<file path="config.mk">
export PLATFORM = sky130hd
export DESIGN_NAME = ahblite_gpio
export DESIGN_NICKNAME = d
export VERILOG_FILES = /design/src/rtl/ahblite_gpio_pkg.sv /design/src/rtl/ahblite_gpio_sync2.sv /design/src/rtl/ahblite_gpio.sv
export SDC_FILE = /design/constraint.sdc
export NUM_CORES = 1
export LEC_CHECK = 0
export CAP_MARGIN = 15
export CORE_ASPECT_RATIO = 1.1
export CORE_MARGIN = 2
export CORE_UTILIZATION = 34
export CTS_BUF_LIST = sky130_fd_sc_hd__clkbuf_2
export DETAILED_ROUTE_END_ITERATION = 6
export PLACE_DENSITY = 0.91
export SLEW_MARGIN = 20
export SYNTH_ARGS = -nofsm -noshare
export SYNTH_HDL_FRONTEND = slang
export SYNTH_SLANG_ARGS = --single-unit
</file>
<file path="constraint.sdc">
create_clock -name HCLK -period 1.44 [get_ports HCLK]
set_input_delay 0.216 -clock HCLK [delete_from_list [all_inputs] [get_ports HCLK]]
set_output_delay 0.216 -clock HCLK [all_outputs]
set_load 0.03 [all_outputs]
</file>
<file path="src/rtl/ahblite_gpio_pkg.sv">
// Shared definitions for the AHB-Lite GPIO slave: register offsets,
// AHB transfer/size encodings, the registered data-phase record and the
// byte-lane decoder.
package ahblite_gpio_pkg;

   // Register offsets, selected by HADDR[3:2]
   localparam logic [1:0] OFF_OUT = 2'b00;
   localparam logic [1:0] OFF_IN  = 2'b01;
   localparam logic [1:0] OFF_OE  = 2'b10;
   localparam logic [1:0] OFF_IRQ = 2'b11;

   // HTRANS encodings; only HTRANS[1] matters for acceptance
   localparam logic [1:0] HTRANS_IDLE   = 2'b00;
   localparam logic [1:0] HTRANS_BUSY   = 2'b01;
   localparam logic [1:0] HTRANS_NONSEQ = 2'b10;
   localparam logic [1:0] HTRANS_SEQ    = 2'b11;

   // HSIZE encodings supported by a 32-bit slave
   localparam logic [2:0] HSIZE_BYTE = 3'b000;
   localparam logic [2:0] HSIZE_HALF = 3'b001;
   localparam logic [2:0] HSIZE_WORD = 3'b010;

   // Address-phase information carried into the data phase
   typedef struct packed {
      logic       valid;
      logic       write;
      logic [1:0] offset;
      logic [3:0] lanes;
   } dphase_t;

   // Byte lanes touched by a transfer; wider-than-bus sizes touch nothing
   function automatic logic [3:0] lane_mask(input logic [2:0] size, input logic [1:0] addr_lo);
      logic [3:0] m;
      case (size)
         HSIZE_BYTE: m = 4'b0001 << addr_lo;
         HSIZE_HALF: m = addr_lo[1] ? 4'b1100 : 4'b0011;
         HSIZE_WORD: m = 4'b1111;
         default:    m = 4'b0000;
      endcase
      return m;
   endfunction

endpackage

</file>
<file path="src/rtl/ahblite_gpio_sync2.sv">
// Two-flop synchroniser for asynchronous GPIO inputs, synchronous
// active-high reset to zero.
module gpio_sync2
   import ahblite_gpio_pkg::*;
#(
   parameter int WIDTH = 8
) (
   input  logic             i_clk,
   input  logic             i_srst,
   input  logic [WIDTH-1:0] i_d,
   output logic [WIDTH-1:0] o_q
);

   logic [WIDTH-1:0] r_meta;
   logic [WIDTH-1:0] r_sync;

   // Resample the pins twice so the second stage is metastability-free
   always_ff @(posedge i_clk) begin
      if (i_srst) begin
         r_meta <= '0;
         r_sync <= '0;
      end else begin
         r_meta <= i_d;
         r_sync <= r_meta;
      end
   end

   assign o_q = r_sync;

endmodule

</file>
<file path="src/rtl/ahblite_gpio.sv">
// AHB-Lite GPIO slave (zero wait state, always OKAY) on the 0x40000020
// window: OUT DATA, IN DATA (synchronised), OUT ENABLE and IRQ STATUS.
// Optional rising-edge interrupt capture is built when GPIO_IRQ_EN is
// defined; otherwise offset 3 reads zero and gpio_irq is tied low.
module ahblite_gpio
   import ahblite_gpio_pkg::*;
#(
   parameter int                    GPIO_WIDTH = 8,
   parameter logic [GPIO_WIDTH-1:0] OUT_RST    = '0,
   parameter logic [GPIO_WIDTH-1:0] OE_RST     = '0
) (
   input  logic                  HCLK,
   input  logic                  HRESET,
   input  logic                  HSEL,
   input  logic [31:0]           HADDR,
   input  logic [1:0]            HTRANS,
   input  logic [2:0]            HSIZE,
   input  logic                  HWRITE,
   input  logic [31:0]           HWDATA,
   input  logic                  HREADY,
   output logic                  HREADYOUT,
   output logic                  HRESP,
   output logic [31:0]           HRDATA,
   input  logic [GPIO_WIDTH-1:0] gpio_in,
   output logic [GPIO_WIDTH-1:0] gpio_out,
   output logic [GPIO_WIDTH-1:0] gpio_oe,
   output logic                  gpio_irq
);

   dphase_t               r_dp;
   logic [GPIO_WIDTH-1:0] r_out;
   logic [GPIO_WIDTH-1:0] r_oe;
   logic [GPIO_WIDTH-1:0] w_sync;
   logic [GPIO_WIDTH-1:0] w_status_rd;
   logic [GPIO_WIDTH-1:0] w_wdata;
   logic [GPIO_WIDTH-1:0] w_lane_bits;
   logic [31:0]           w_lane_mask32;
   logic [31:0]           w_rdata;
   logic                  w_accept;
   logic                  w_wr;
   logic                  w_unused;

   assign w_accept = HSEL & HREADY & HTRANS[1];

   // Capture the address phase; any non-accepted cycle leaves an idle data phase
   always_ff @(posedge HCLK) begin
      if (HRESET) begin
         r_dp <= '0;
      end else begin
         r_dp.valid  <= w_accept;
         r_dp.write  <= HWRITE;
         r_dp.offset <= HADDR[3:2];
         r_dp.lanes  <= lane_mask(HSIZE, HADDR[1:0]);
      end
   end

   // Expand the 4-bit lane mask into a per-bit write mask
   for (genvar gi = 0; gi < 4; gi++) begin : g_lane
      assign w_lane_mask32[gi*8 +: 8] = {8{r_dp.lanes[gi]}};
   end

   assign w_lane_bits = w_lane_mask32[GPIO_WIDTH-1:0];
   assign w_wdata     = HWDATA[GPIO_WIDTH-1:0];
   assign w_wr        = r_dp.valid & r_dp.write;

   // Data-phase writes into the RW registers; reset discards a pending write
   always_ff @(posedge HCLK) begin
      if (HRESET) begin
         r_out <= OUT_RST;
         r_oe  <= OE_RST;
      end else if (w_wr) begin
         case (r_dp.offset)
            OFF_OUT: r_out <= (r_out & ~w_lane_bits) | (w_wdata & w_lane_bits);
            OFF_OE:  r_oe  <= (r_oe  & ~w_lane_bits) | (w_wdata & w_lane_bits);
            default: ;
         endcase
      end
   end

   gpio_sync2 #(
      .WIDTH (GPIO_WIDTH)
   ) u_sync (
      .i_clk  (HCLK),
      .i_srst (HRESET),
      .i_d    (gpio_in),
      .o_q    (w_sync)
   );

`ifdef GPIO_IRQ_EN
   logic [GPIO_WIDTH-1:0] r_prev;
   logic [GPIO_WIDTH-1:0] r_status;
   logic                  r_irq;
   logic [GPIO_WIDTH-1:0] w_rise;
   logic [GPIO_WIDTH-1:0] w_clr;

   assign w_rise = w_sync & ~r_prev;
   assign w_clr  = (w_wr && (r_dp.offset == OFF_IRQ)) ? (w_wdata & w_lane_bits) : '0;

   // Edge capture with write-1-to-clear; a same-cycle edge beats the clear
   always_ff @(posedge HCLK) begin
      if (HRESET) begin
         r_prev   <= '0;
         r_status <= '0;
         r_irq    <= 1'b0;
      end else begin
         r_prev   <= w_sync;
         r_status <= (r_status & ~w_clr) | w_rise;
         r_irq    <= |(r_status & ~r_oe);
      end
   end

   assign w_status_rd = r_status;
   assign gpio_irq    = r_irq;
`else
   assign w_status_rd = '0;
   assign gpio_irq    = 1'b0;
`endif

   // Read mux, zero outside a valid read data phase
   always_comb begin
      w_rdata = '0;
      if (r_dp.valid && !r_dp.write) begin
         case (r_dp.offset)
            OFF_OUT: w_rdata = 32'(r_out);
            OFF_IN:  w_rdata = 32'(w_sync);
            OFF_OE:  w_rdata = 32'(r_oe);
            default: w_rdata = 32'(w_status_rd);
         endcase
      end
   end

   assign HRDATA    = w_rdata;
   assign HREADYOUT = 1'b1;
   assign HRESP     = 1'b0;
   assign gpio_out  = r_out;
   assign gpio_oe   = r_oe;

   // Address and data bits this slave never decodes
   assign w_unused = ^{HADDR[31:4], HTRANS[0], HWDATA, w_lane_mask32};

endmodule
</file>
==> impl_metrics.env <==
export IMPL_critPathSlowestCell="dfxtp_4"
export IMPL_min_path_cells=2
export IMPL_post_route_util=0.479
export IMPL_path_cells="buf_12 -> mux2i_1 -> o2bb2ai_1 -> and2_4 -> buf_6"
export IMPL_postRouteWirelength_mm=3.39
export IMPL_die_area_um2=5620
export IMPL_cts_buffers=5
export IMPL_synth_common_cells="dfxtp_1, buf_4, nand2b_1"
export IMPL_grt_usage=0.122
export IMPL_synth_top_area_cell="dfxtp_1"
export IMPL_rows=27
export IMPL_remaining_drc_errors=0
export IMPL_power_density_nw_per_um2=919
export IMPL_io_buffers=52
export IMPL_grt_pass1_wl_mm=5.28
export IMPL_violations="setup timing"
export IMPL_syn2layout_area_growth_pct=38.0
export IMPL_cp_depth=5
export IMPL_setup_violations_final=8
export IMPL_dp_hpwl_mm=2.49
export IMPL_antenna_found_initial=0
export IMPL_cpPeakStageDelay_ps=440
export IMPL_wire_per_inst_um=11.7
export IMPL_start_util=0.347
export IMPL_gp_congestion=0.808
export IMPL_fin_nets=313
export IMPL_cellLeakagePower_nw=1.04
export IMPL_ant_nets=0
export IMPL_clock_path_buffers=2
export IMPL_grt_pass1_vias=1106
export IMPL_rrSetupSlack_ps=110
export IMPL_die_h_um=78.4
export IMPL_fp_dieW_um=71.7
export IMPL_vias=1203
export IMPL_synth_most_common_cell="dfxtp_1"
export IMPL_synth_flop_cell="dfxtp_1"
export IMPL_outcome="finished, violations left"
export IMPL_drt_first_pass_iters=3
export IMPL_worst_path_max_fanout=6
export IMPL_crit_type="reg -> out"
export IMPL_drt_iter0_drc=39
export IMPL_avgSynthCellArea_um2=10.3
export IMPL_ir_drop_uv=477
export IMPL_max_cap_viol_count=0
export IMPL_post_drt_via_cell_ratio=4.15
export IMPL_core_area_um2=4930
export IMPL_synth_area_leaders="dfxtp_1, mux2i_1, buf_4"
export IMPL_fmax_mhz=579
export IMPL_cts_root_buf="clkbuf_2"
export IMPL_synth_top_area_frac=0.432
export IMPL_synthArstFlopShare=0
export IMPL_cp_top_family="flip-flops"
export IMPL_grt_overflow_total=0
export IMPL_n_antenna_cell=0
export IMPL_cts_max_level=2
export IMPL_cts_tree="yes"
export IMPL_hold_viol=0
export IMPL_timing_critical_path_buf_inv=2
export IMPL_layout_drive_gt1_share=0.267
export IMPL_cts_num_sinks=37
export IMPL_cp_start_kind="register"
export IMPL_yosysSeqAreaShare=0.432
export IMPL_syn_instance_count=167
export IMPL_reg2reg_depth=5
export IMPL_fillers=486
export IMPL_grt_max_degree=46
export IMPL_ios=133
export IMPL_report_final_slew_viol_count=0
export IMPL_synth_edf_count=0
export IMPL_min_path_type="in -> reg"
export IMPL_period_share=1.20
export IMPL_ys_warnings_count=0
export IMPL_min_period_ps=1730
export IMPL_synth_area_um2=1710
export IMPL_clock_latency_ps=380
export IMPL_endpoint_kind="primary output"
export IMPL_hold_buffers=0
export IMPL_worstPathArrival_ps=1510
export IMPL_rsz0062_at_grt="true"
export IMPL_ys_ff_latch=37
export IMPL_clk_pin_slew_ps=200
export IMPL_worst_slack_ps=-286
export IMPL_total_power_mw=2.17
export IMPL_required_ps=1220
export IMPL_fin_skew_ps=18.3
export IMPL_synth_distinct_cells=19
==> placed cells by master, fill, tap and decap left out, types with 2 or more instances in the layout <==
cell type and instances:
nor2b_1 20, clkbuf_2 20, bufinv_16 2, mux2i_1 24, buf_6 10, buf_4 10
and2_4 8, conb_1 27, buf_12 2, dfxtp_2 3, o2bb2ai_1 8, nand2b_1 25
clkdlybuf4s50_1 28, dfxtp_1 33
==> worst paths after layout <==
| kind | from | to |
|---|---|---|
| hold / removal | HSIZE[2] | r_dp[0] |
| hold reg to reg | u_sync.r_meta[5] | u_sync.o_q[5] |
| setup reg to reg | r_dp[4] | register |
| setup / recovery | r_dp[4] | HRDATA[7] |
==> metrics by stage <==
| stage | std cells | worst slack [ps] | TNS (ps) | area (um^2) | hold slack (ps) |
|---|---|---|---|---|---|
| CTS | 290 | -307 | -2290 | 2420 | 314 |
| floorplan | 192 | 35.2 | 0 | 1820 | 293 |
| global route | 290 | -398 | -2940 | 2360 | 297 |
| global placement | 279 | 32.0 | 0 | 2260 | 422 |
| detailed placement | 279 | 10.2 | 0 | 2260 | 425 |
| finish | 290 | -286 | -2150 | 2360 | 340 |
==> where the power goes <==
group	total, mW	internal [mW]	switching [mW]
logic	0.289	0.133	0.157
clock network	0.816	0.465	0.350
registers	1.07	1.05	0.0138
==> metal layers <==
layer,track usage,part of all wire,vias up
met5,0,0,-
met4,0.0585,0.015,0
met3,0.0398,0.071,5
met2,0.201,0.48,46
met1,0.142,0.43,531
li1,-,-,621
==> kinds of logic after synthesis <==
group	Yosys count	share of synthesized area
AO/OA/AOI/OAI	10	0.0504
flip-flops	37	0.432
buffers and inverters	35	0.142
multiplexers	24	0.140
AND/OR/NAND/NOR	59	0.231
other	2	0.00438
==> area by class of cell <==
cell class	instances	area, um^2	share of cell area
Clock buffer	5	25.0	0.0106
Clock inverter	3	65.1	0.0275
Inverter	1	3.75	0.00159
Multi-Input combinational cell	120	856	0.362
Sequential cell	37	748	0.317
Tap cell	58	72.6	0.0307
Timing Repair Buffer	66	593	0.251
==> timing repair <==
| action | in CTS | in global routing |
|---|---|---|
| endpoints found under the hold margin | 0 | 0 |
| setup endpoints to repair | 24 | 24 |
| gates resized for setup | 47 | 27 |
| setup buffers | 3 | 0 |
| pin swaps | 15 | 3 |
Power figures use the tool's default switching activity.
